File: src/rtl/line_clear_ctrl_pkg.sv
// Shared playfield types: cell colours, board dimensions and line-clear FSM states.
package line_clear_ctrl_pkg;

    localparam int BOARD_W = 10;
    localparam int BOARD_H = 20;

    typedef enum logic [2:0] {
        EMPTY  = 3'd0,
        CYAN   = 3'd1,
        YELLOW = 3'd2,
        PURPLE = 3'd3,
        GREEN  = 3'd4,
        RED    = 3'd5,
        BLUE   = 3'd6,
        ORANGE = 3'd7
    } block_color;

    typedef enum logic [2:0] {
        IDLE = 3'd0,
        SCAN = 3'd1,
        COPY = 3'd2,
        FILL = 3'd3,
        DONE = 3'd4
    } lc_state_t;

endpackage

File: src/rtl/line_clear_ctrl.sv
// After a piece locks: scans rows bottom-up, drops full rows, compacts the rest and blanks the top.
// Optional LINE_CLEAR_STATS_EN adds a saturating running total of cleared lines (total_lines).
module line_clear_ctrl
    import line_clear_ctrl_pkg::*;
#(
    parameter int X_SIZE = BOARD_W,
    parameter int Y_SIZE = BOARD_H
) (
    input  logic              Clk,
    input  logic              Reset,
    input  logic              start,
    output logic              busy,
    output logic              done,
    output logic [4:0]        rd_x,
    output logic [4:0]        rd_y,
    input  block_color        rd_data,
    output logic              wr_en,
    output logic [4:0]        wr_x,
    output logic [4:0]        wr_y,
    output block_color        wr_data,
    output logic [2:0]        lines_cleared,
    output logic [Y_SIZE-1:0] clear_mask
`ifdef LINE_CLEAR_STATS_EN
    ,
    output logic [15:0]       total_lines
`endif
);

    localparam logic [3:0] LAST_X  = 4'(X_SIZE - 1);
    localparam logic [3:0] DRAIN_X = 4'(X_SIZE);

    lc_state_t          state_q, state_d;
    logic [3:0]         x_q, x_d;
    logic signed [5:0]  src_q, src_d;
    logic signed [5:0]  dst_q, dst_d;
    logic signed [5:0]  dst_n;
    logic [2:0]         cnt_q, cnt_d;
    logic [Y_SIZE-1:0]  mask_q, mask_d;
    logic               full_q, full_d;
    block_color         row_q [X_SIZE];
    logic [2:0]         lines_cleared_q;
    logic [Y_SIZE-1:0]  clear_mask_q;

    // Once the last source row is handled, blank the top only if some row was removed.
    function automatic lc_state_t next_row_state(input logic signed [5:0] src,
                                                 input logic signed [5:0] dst);
        if (src != 6'sd0)
            return SCAN;
        else if (dst < 6'sd0)
            return DONE;
        else
            return FILL;
    endfunction

`ifdef LINE_CLEAR_STATS_EN
    logic [15:0] total_q;

    function automatic logic [15:0] sat_add16(input logic [15:0] a, input logic [2:0] b);
        logic [16:0] sum;
        sum = {1'b0, a} + {14'd0, b};
        return sum[16] ? 16'hFFFF : sum[15:0];
    endfunction
`endif

    always_comb begin
        state_d = state_q;
        x_d     = x_q;
        src_d   = src_q;
        dst_d   = dst_q;
        dst_n   = dst_q;
        cnt_d   = cnt_q;
        mask_d  = mask_q;
        full_d  = full_q;
        busy    = 1'b0;
        done    = 1'b0;
        rd_x    = 5'd0;
        rd_y    = 5'd0;
        wr_en   = 1'b0;
        wr_x    = 5'd0;
        wr_y    = 5'd0;
        wr_data = EMPTY;
        case (state_q)
            IDLE: begin
                if (start) begin
                    state_d = SCAN;
                    x_d     = 4'd0;
                    src_d   = 6'(Y_SIZE - 1);
                    dst_d   = 6'(Y_SIZE - 1);
                    cnt_d   = 3'd0;
                    mask_d  = '0;
                end
            end
            SCAN: begin
                busy = 1'b1;
                if (x_q < DRAIN_X) begin
                    rd_x = {1'b0, x_q};
                    rd_y = src_q[4:0];
                end
                // rd_data lags the address by one cycle, so cell x arrives at x_q == x+1.
                if (x_q == 4'd0)
                    full_d = 1'b1;
                else
                    full_d = full_q & (rd_data != EMPTY);
                x_d = x_q + 4'd1;
                if (x_q == DRAIN_X) begin
                    x_d = 4'd0;
                    if (full_d) begin
                        cnt_d                 = cnt_q + 3'd1;
                        mask_d[src_q[4:0]]    = 1'b1;
                    end else if (dst_q == src_q) begin
                        dst_n = dst_q - 6'sd1;
                    end
                    dst_d = dst_n;
                    if (!full_d && dst_q != src_q) begin
                        state_d = COPY;
                    end else begin
                        src_d   = src_q - 6'sd1;
                        state_d = next_row_state(src_q, dst_n);
                    end
                end
            end
            COPY: begin
                busy    = 1'b1;
                wr_en   = 1'b1;
                wr_x    = {1'b0, x_q};
                wr_y    = dst_q[4:0];
                wr_data = row_q[x_q];
                x_d     = x_q + 4'd1;
                if (x_q == LAST_X) begin
                    x_d     = 4'd0;
                    dst_n   = dst_q - 6'sd1;
                    dst_d   = dst_n;
                    src_d   = src_q - 6'sd1;
                    state_d = next_row_state(src_q, dst_n);
                end
            end
            FILL: begin
                busy  = 1'b1;
                wr_en = 1'b1;
                wr_x  = {1'b0, x_q};
                wr_y  = dst_q[4:0];
                x_d   = x_q + 4'd1;
                if (x_q == LAST_X) begin
                    x_d = 4'd0;
                    if (dst_q == 6'sd0)
                        state_d = DONE;
                    else
                        dst_d = dst_q - 6'sd1;
                end
            end
            DONE: begin
                done    = 1'b1;
                state_d = IDLE;
            end
            default: state_d = IDLE;
        endcase
    end

    always_ff @(posedge Clk) begin
        if (Reset) begin
            state_q         <= IDLE;
            x_q             <= 4'd0;
            lines_cleared_q <= 3'd0;
            clear_mask_q    <= '0;
`ifdef LINE_CLEAR_STATS_EN
            total_q         <= 16'd0;
`endif
        end else begin
            state_q <= state_d;
            x_q     <= x_d;
            // Results are published as the pass enters DONE so they are valid alongside done.
            if (state_d == DONE && state_q != DONE) begin
                lines_cleared_q <= cnt_d;
                clear_mask_q    <= mask_d;
`ifdef LINE_CLEAR_STATS_EN
                total_q         <= sat_add16(total_q, cnt_d);
`endif
            end
        end
    end

    always_ff @(posedge Clk) begin
        src_q  <= src_d;
        dst_q  <= dst_d;
        cnt_q  <= cnt_d;
        mask_q <= mask_d;
        full_q <= full_d;
        if (state_q == SCAN && x_q != 4'd0 && x_q <= DRAIN_X)
            row_q[x_q - 4'd1] <= rd_data;
    end

    assign lines_cleared = lines_cleared_q;
    assign clear_mask    = clear_mask_q;
`ifdef LINE_CLEAR_STATS_EN
    assign total_lines   = total_q;
`endif

endmodule

File: config.mk
export PLATFORM = sky130hd
export DESIGN_NAME = line_clear_ctrl
export DESIGN_NICKNAME = d
export VERILOG_FILES = /design/src/rtl/line_clear_ctrl_pkg.sv /design/src/rtl/line_clear_ctrl.sv
export SDC_FILE = /design/constraint.sdc
export NUM_CORES = 1
export LEC_CHECK = 0
export CORE_MARGIN = 2
export CORE_UTILIZATION = 50
export CTS_CLUSTER_SIZE = 20
export DETAILED_ROUTE_END_ITERATION = 8
export GPL_TIMING_DRIVEN = 1
export PLACE_DENSITY = 0.73
export SLEW_MARGIN = 20
export SYNTH_ARGS = -nofsm -noshare
export SYNTH_HDL_FRONTEND = slang
export SYNTH_SLANG_ARGS = --single-unit
File: constraint.sdc
create_clock -name Clk -period 2.6 [get_ports Clk]
set_input_delay 0.52 -clock Clk [delete_from_list [all_inputs] [get_ports Clk]]
set_output_delay 0.52 -clock Clk [all_outputs]
set_load 0.01 [all_outputs]
# After elaboration in Yosys (flattened, before gate mapping)
# Memory sizes are Yosys's and may differ from the RTL's. A register that Yosys moved wholly into a read port is not among the register bits.
# Cells that the tools add are included.
[classes] n_addsub=5 n_lt_le_gt_ge=6 n_eq_ne=16 muxes=55 bitwise_logic=2 reduce_logical=20
[ops] operator="$mux 6" n=12
[ops] operator="$mux 20" n=3
[ops] operator="$mux 3" n=14
[ops] operator="$pmux 20 s2" n=1
[ops] operator="$mux 4" n=8
[ops] operator="$pmux 6 s4" n=1
[ops] operator="$or 20x20->20" n=1
[ops] operator="$pmux 6 s3" n=1
[ops] operator="$mux 5" n=3
[ops] operator="$lt 6x1->1 const B" n=2
[ops] operator="$ne 2x2->1 const B" n=6
[ops] operator="$pmux 3 s4" n=1
[ops] operator="$pmux 4 s3" n=1
[ops] operator="$sub 6x2->6 const B" n=2
[ops] operator="$reduce_bool 3->1" n=3
[ops] operator="$eq 4x4->1 const B" n=2
[ops] operator="$mux 1" n=8
[ops] operator="$reduce_bool 4->1" n=2
[ops] operator="$eq 3x2->1 const B" n=2
[ops] operator="$eq 3x3->1 const B" n=2
[ops] operator="$eq 6x6->1" n=1
[ops] operator="$logic_not 6->1" n=1
[ops] operator="$lt 5x6->1 const B" n=1
[ops] operator="$ne 6x6->1" n=1
[ops] operator="21 further kinds" n=25
[word_totals] ff_bits=66 ram_bits=30 input_bits=6 output_inout_bits=49 wordCells=114 memories=1
[mem_list] memory="row_q" words=10 word_bits=3 read_ports=1 rd_ports_with_merged_regs=1 write_ports=1 line_no="line_clear_ctrl.sv:40" source="block_color row_q [X_SIZE];"

# Longest topological paths before layout
# Gate-level depths: netlist of the first run.
[logic_depth] word_depth=15 depth_mapped=10

# Worst setup path after synthesis of the first run
# Ideal clock, no wire load.
[synth_path] path_kind="reg-to-reg" startpoint="register state_q[2]" endpoint="register dst_q[0], enable pin" t_arrival_ps=1906 path_slack_ps=320 stages_incl_launch_ff=8 synth_period_minus_slack_ps=2280 path_cell_list="dfxtp_1 -> clkbuf_1 -> or3b_1 -> buf_2 -> inv_1 -> a22oi_1 -> o211a_1 -> a21boi_0"
[synth_via] elab_chain_cells=3
[synth_lines] element="start, declared" line_no="line_clear_ctrl.sv:32" source="lc_state_t state_q, state_d;"
[synth_lines] element="start signal, assigned" line_no="line_clear_ctrl.sv:169" source="state_q <= state_d;"
[synth_lines] element="$eq 3x1->1 (tied with other cells)" line_no="line_clear_ctrl.sv:82" source="case (state_q)"
[synth_lines] element="$reduce_bool 4->1 (no line) / $ne 2x2->1 (equally long branches)"
[synth_lines] element="$reduce_and 6->1 (no line) (*)"
[synth_lines] element="end signal, assigned" line_no="line_clear_ctrl.sv:184" source="dst_q <= dst_d;"
[synth_lines] element="end, declared" line_no="line_clear_ctrl.sv:35" source="logic signed [5:0] dst_q, dst_d;"
# Every way passes the cells marked *; elsewhere a longest branch is shown, timed or not.
# A chain may end at the register's enable or synchronous reset.

# Final worst setup path of the first run
[layout_path] startpoint="register state_q[2]" endpoint="output port wr_x[2]"
[layout_via] elab_chain_cells=3
[layout_lines] element="$eq 3x2->1" line_no="line_clear_ctrl.sv:82"
[layout_lines] element="$reduce_or 2->1 (no line) (*)"
[layout_lines] element="$mux 4 (*)" line_no="line_clear_ctrl.sv:82"
[layout_lines] element="end, declared" line_no="line_clear_ctrl.sv:18" source="output logic [4:0] wr_x,"
# Marks and branches as above.

==> impl_metrics.yaml, run 1 <==
critical_path:
  cp.arrival_ns: 1.99
  crit_slowest_cell: "clkdlybuf4s50_1"
  critPathMaxStageDelay_ns: 0.55
  critPathLaunchType: "flip-flop"
  crit_required_ns: 2.08
  path_class: "reg -> out"
  crit_start: "state_q[2]$_SDFF_PP0_"
  r2r-start: "x_q[3]$_SDFFE_PP0P_"
  endpoint_kind: "output pin"
  cp_max_fo: 12
  path_cells: "buf_4, nand2b_2, inv_4, and2_1, clkdlybuf4s50_1"
place:
  gp_congestion: 0.927
  port_buffers: 52
  dpl_worst_slack_ns: -0.158
  dp_hpwl_um: 8250
  dp.cells: 621
route:
  viasPerCell: 5.82
  drt-initial-drc-count: 257
  wl_met2_um: 5500
  ant_nets: 0
  highest_layer: "met4"
  wl_met3_um: 617
  wl_met1_um: 5210
  drc: 0
  vias: 3716
  routed_wl_um: 11500
  drtPass1Iterations: 5
  wl_per_cell_um: 18.0
sta:
  hold_viol: 0
  rsz0062_at_grt: "no"
  setup_viol: 0
  report.final.slew_viol_count: 0
  min_period_ns: 2.51
  fin_crit_sh_pct: 96.5
  tightest_slew_ns: 0.829
  max-slew-margin-rel_pct: 44.3
  fin_skew_ns: 0.0134
  fmax_mhz: 398
  fin_ws_ns: 0.0899
  hold_slack_ns: 0.483
yosys:
  yosysWarningCount: 0
  yosysMostFrequentCell: "dfxtp_1"
  syn_area_um2: 4660
  ys_top_cells_by_count: "57 x dfxtp_1, 43 x edfxtp_1, 33 x nor2_1"
  synthArstFlopShare_pct: 0
  synth_edf_count: 43
  ys.flop_type: "dfxtp_1"
  netlist_instances: 446
  synthAdderAreaFrac_pct: 1.88
  yosysTopAreaCell: "edfxtp_1"
  syn_avg_cell_area_um2: 10.5
  yosysTopAreaCellShare_pct: 27.7
  seq_area_frac_synth_pct: 52.2
  synth-compound-area-share_pct: 13.1
  ys_top_cells_by_area: "edfxtp_1 28%, dfxtp_1 24%, nor3_2 3.4%"
  ys_types: 67
  synth_top_family_by_area: "simple AND/OR/NAND/NOR gates"
  synth_xor_area_share_pct: 2.44
  synth.mux.area_fraction_pct: 3.54
  ys_seq_elements: 100
  synth_simple_gate_area_share_pct: 22.4
cts:
  cts-htree-levels: 3
  cts_tree: "yes"
  clk_pin_slew_worst_paths_ns: 0.10
  holdBufCountCts: 0
  cts_sinks: 100
  numCtsBuffers: 9
  clk_path_buf_depth: 2
  clk_latency_ns: 0.37
  cts_root_buffer: "clkbuf_8"
power:
  peakVddDrop_mv: 0.311
  powerDensity_nw_per_um2: 529
  leakagePower_nw: 2.19
floorplan:
  coreArea_um2: 9150
  start_util_pct: 51.0
  pin_count: 55
  rows: 35
  die_h_um: 101
  die_w_um: 101
  die_area_um2: 10100
finish:
  antenna-diode-count: 0
  final_net_count: 536
  drive_above_1_share_pct: 21.6
  postLayoutCoreUtil_pct: 63.5
  syn2layout_area_growth_pct: 24.7
  final_cell_count_no_fill: 639
worst_hold_path:
  hp-start: "mask_q[5]$_DFF_P_"
  hold_class: "reg -> reg"
outcome:
  outcome: "finished, final reports clean"
grt:
  grt_max_degree: 24
  grt_pass1_vias: 3622
  grt_pass1_wl_um: 18400
  grt-ovfl-total: 0
  grt_usage_pct: 23.4
  grt_antenna_before_repair: 0
job:
  max-cap-violations: 0
-- final timing paths --
check / to / slack [ns] / cells past startpoint
worst max register to register: src_q[3]$_SDFFCE_PN0P_ / 0.12 / 6
worst max-delay path: wr_x[2] / 0.09 / 5
worst min-delay path: mask_q[5]$_DFF_P_ / 0.48 / 2
worst min register to register: mask_q[5]$_DFF_P_ / 0.48 / 2
-- registers in the layout, indices dropped and copies added, names as in the netlist, named ones only --
signal	cells
lines_cleared	3
full_q	1
cnt_q	3
mask_q	20
dst_q	6
x_q	4
src_q	6
clear_mask	20
row_q	30
state_q	3
-- cells in the final DEF, fill, tap and decap left out, drive strengths merged, types with 3 or more instances in the layout --
cell	instances
a31o	4
inv	13
a31oi	3
a22oi	3
a22o	5
a21oi	27
nor3b	4
nor4	3
nor2b	4
nand2	33
and2	17
ha	7
and4	3
nand2b	3
dlygate4sd2	6
and3	5
nand4	3
mux2i	3
a2111oi	3
mux4	6
edfxtp	43
clkbuf	13
nand3	6
clkdlybuf4s50	40
dfxtp	57
xor2	8
xnor2	5
dlymetal6s2s	3
o31ai	3
a211oi	8
nor4b	3
o21ai	25
nor2	34
buf	48
nor3	48
-- through the flow --
stage	total power [W]	instance area [um2]	setup TNS, ns
final	0.00308	5810	0
after global routing	0.00319	5810	0
after CTS	0.00307	5790	0
after detailed placement	0.00209	5550	-1.15
after global placement	0.00208	5550	-0.360
after floorplan	0.00194	4670	0
-- kinds of logic after synthesis --
| group | after synthesis |
|---|---|
| adders and majority gates | 7 |
| muxes | 9 |
| xor gates and xnor gates | 13 |
| other | 1 |
| and+or+nand+nor | 178 |
| AOI/OAI and AO/OA | 93 |
| DFF | 100 |
| buffers and inverters | 45 |
-- final cells by class --
| type | count | area (um2) |
|---|---|---|
| multi-input cells | 302 | 2090 |
| flip-flops and latches | 100 | 2440 |
| repair buffers | 99 | 903 |
| well taps | 111 | 139 |
| inverters | 11 | 43.8 |
| fillers | 737 | 3340 |
| clock buffers | 11 | 163 |
| clock inverters | 5 | 41.3 |
-- worst max-delay path, delay by kind of cell (launching register included) --
kind | cells | cell delay, ns
buffers and inverters | 3 | 0.86
DFF | 1 | 0.33
and+or+nand+nor | 2 | 0.44
-- power by group --
part	leakage, nW	switching, W	total [W]	internal (W)
clock	0.103	0.000563	0.00101	0.000443
sequential	0.849	0.0000290	0.00170	0.00167
combinational	1.24	0.000215	0.000372	0.000158
total	2.19	0.000806	0.00308	0.00227
-- routing by layer --
layer	global-route usage [%]	up-vias
met5	0	-
met4	8.01	0
met3	4.51	21
met2	37.3	118
met1	32.0	1798
li1	-	1779
-- what timing repair did --
item | in CTS | in global routing
setup endpoints to repair | 16 | 14
resized for setup | 24 | 15
gates cloned | 0 | 0
pin swaps | 4 | 3
setup buffers | 2 | 0
Power figures use the tool's default switching activity.
==> run 2: changes to the inputs <==
- CORE_MARGIN: 2 -> not set
- TNS_END_PERCENT: not set -> 5
- clock period: 2.6 -> 3.1 ns (I/O delays scaled with it)
==> run 2 against run 1 <==
Against the previous run: final cell count fell by 4.5%; via count fell by 4.8%; non-clock buffer count fell by 26; count of clock-buffer cells in the layout fell by 2; global-route usage barely moved; routed wire length fell by 6.5%; sequential share of layout area rose by 1.9 points; largest cell class unchanged; largest power group unchanged.
==> impl_metrics.yaml, run 2 (synthesis results as in run 1) <==
outcome:
  outcome: "finished, final reports clean"
grt:
  grt_max_degree: 26
  grt_usage_pct: 23.4
  grt_antenna_before_repair: 0
  grt_pass1_vias: 3512
  grt-ovfl-total: 0
  grt_pass1_wl_um: 17500
sta:
  fin_skew_ns: 0.0135
  report.final.slew_viol_count: 0
  fin_crit_sh_pct: 97.2
  setup_viol: 0
  hold_viol: 0
  hold_slack_ns: 0.478
  tightest_slew_ns: 0.883
  max-slew-margin-rel_pct: 40.7
  rsz0062_at_grt: "yes"
  fin_ws_ns: 0.0868
  fmax_mhz: 332
  min_period_ns: 3.01
finish:
  post-route-cell-area_um2: 5560
  ff_latch_area_um2: 2440
  fillers: 710
  syn2layout_area_growth_pct: 19.2
  final_net_count: 510
  multi_input_area_um2: 2070
  final_cell_mix: "56 x dfxtp_1, 52 x clkdlybuf4s50_1, 43 x edfxtp_1"
  drive_above_1_share_pct: 16.1
  antenna-diode-count: 0
  largest_register_ffs: 30
  top_register: "row_q"
  postLayoutCoreUtil_pct: 62.5
  layout_commonest_cell: "dfxtp_1"
critical_path:
  crit_slowest_cell: "clkdlybuf4s50_1"
  endpoint_kind: "output pin"
  path_class: "reg -> out"
  r2r-start: "x_q[1]$_SDFFE_PP0P_"
  path_cells: "mux4_2, nor2b_1, a211oi_4, a2111oi_2, clkdlybuf4s50_1"
  crit_buf_inv: 1
  cp_max_fo: 6
  crit_required_ns: 2.48
  critPathLaunchType: "flip-flop"
  reg2reg_depth: 6
  regToRegSetupSlack_ns: 0.43
  r2r_end: "src_q[3]$_SDFFCE_PN0P_"
  cp_top_family: "buffers and inverters"
  cp.arrival_ns: 2.39
  critPathMaxStageDelay_ns: 0.60
worst_hold_path:
  hold_class: "reg -> reg"
  holdPathEnd: "mask_q[6]$_DFF_P_"
  hp-start: "mask_q[6]$_DFF_P_"
  whs_path_depth: 2
cts:
  clk_pin_slew_worst_paths_ns: 0.10
  cts_root_buffer: "clkbuf_8"
  cts-htree-levels: 3
  cts_sinks: 100
  clk_path_buf_depth: 2
  holdBufCountCts: 0
  numCtsBuffers: 9
  clk_latency_ns: 0.38
  cts_tree: "yes"
route:
  drt-initial-drc-count: 296
  ant_nets: 0
  vias: 3536
  drtPass1Iterations: 6
  drc: 0
  routed_wl_um: 10800
  viasPerCell: 5.80
  wl_per_cell_um: 17.6
power:
  comb_power_share_pct: 10.6
  p_int_w: 0.00181
  power_w: 0.00249
  powerDensity_nw_per_um2: 449
  swShare_pct: 27.2
  p_seq_share_pct: 57.7
  p_clk_share_pct: 31.6
  leakagePower_nw: 1.97
  power.switching_w: 0.000680
  peakVddDrop_mv: 0.241
place:
  dp_hpwl_um: 7700
  placed_area_um2: 5340
  port_buffers: 52
  gp_congestion: 0.891
  dpl_worst_slack_ns: 0.214
floorplan:
  rows: 34
  die_h_um: 98.6
  pin_count: 55
  start_util_pct: 52.4
  die_area_um2: 9720
  die_w_um: 98.6
  coreArea_um2: 8890
job:
  max-cap-violations: 0
-- run 2: changes by cell type in the layout (fill, tap and decap cells not counted), sizes merged, moves of 2 or more --
cell	delta
buf	-27
clkbuf	-4
clkdlybuf4s50	+12
clkinv	+2
dlygate4sd2	-6
dlymetal6s2s	-3
-- run 2: worst register-to-register path: cells and delay by family, from the launching register on --
family | cells | cell delay (ns)
simple gates | 3 | 1.53
flops | 1 | 0.45
compound gates | 2 | 0.24
buf+inv | 1 | 0.08
-- run 2: worst max path at each step --
stage / slack [ns] / to / cells after the start / start
finish: 0.09 / wr_data[2] / 5 / flip-flop
global route: -0.002 / rd_y[0] / 4 / state_q[1]$_SDFF_PP0_
CTS: 0.008 / wr_data[0] / 5 / flip-flop
detailed placement: 0.21 / src_q[3]$_SDFFCE_PN0P_ / 7 / rd_data[1]
global placement: 0.34 / wr_data[1] / 5 / flip-flop
floorplan: 0.74 / clear_mask[11]$_SDFFE_PP0P_ / 9 / rd_data[1]
-- run 2: metrics by stage --
| stage | TNS (ns) | std cells |
|---|---|---|
| 3_3_place_gp | 0 | 594 |
| 5_1_grt | -0.00204 | 610 |
| 2_1_floorplan | 0 | 447 |
| 3_5_place_dp | 0 | 594 |
| 4_1_cts | 0 | 610 |
| 6_report | 0 | 610 |
-- run 2: cell type report --
cell class                 count  area share, %
clock buffer                   9           2.23
sequential                   100           43.8
tap                          108           2.43
multi-input combinational    302           37.3
timing repair buffer          73           12.4
clock inverter                 7           1.04
inverter                      11          0.743
-- run 2: what timing repair did --
| item | 4_1_cts | 5_1_grt |
|---|---|---|
| resized for setup | 6 | 6 |
| setup buffers | 0 | 0 |
| setup endpoints to repair | 5 | 4 |
| pin swaps | 0 | 0 |
-- run 2: routing by layer --
layer | up-vias | global-route usage, % | part of all wire [%]
met2 | 115 | 36.6 | 46
met5 | - | 0 | 0
met4 | 0 | 8.96 | 1.3
li1 | 1720 | - | -
met3 | 13 | 3.55 | 5.2
met1 | 1688 | 33.0 | 47
-- run 2: power groups by stage --
stage	clock network, W	logic, W	registers (W)
2_1_floorplan	0	0.000187	0.00144
3_3_place_gp	0	0.000248	0.00147
3_5_place_dp	0	0.000253	0.00147
4_1_cts	0.000796	0.000259	0.00144
5_1_grt	0.000853	0.000289	0.00145
6_report	0.000789	0.000265	0.00144
==> run 3: changes to the inputs <==
- HOLD_SLACK_MARGIN: not set -> 0.1
==> results of run 3 <==
Same layout as run 2: the final DEF is identical, and so are final timing and power.
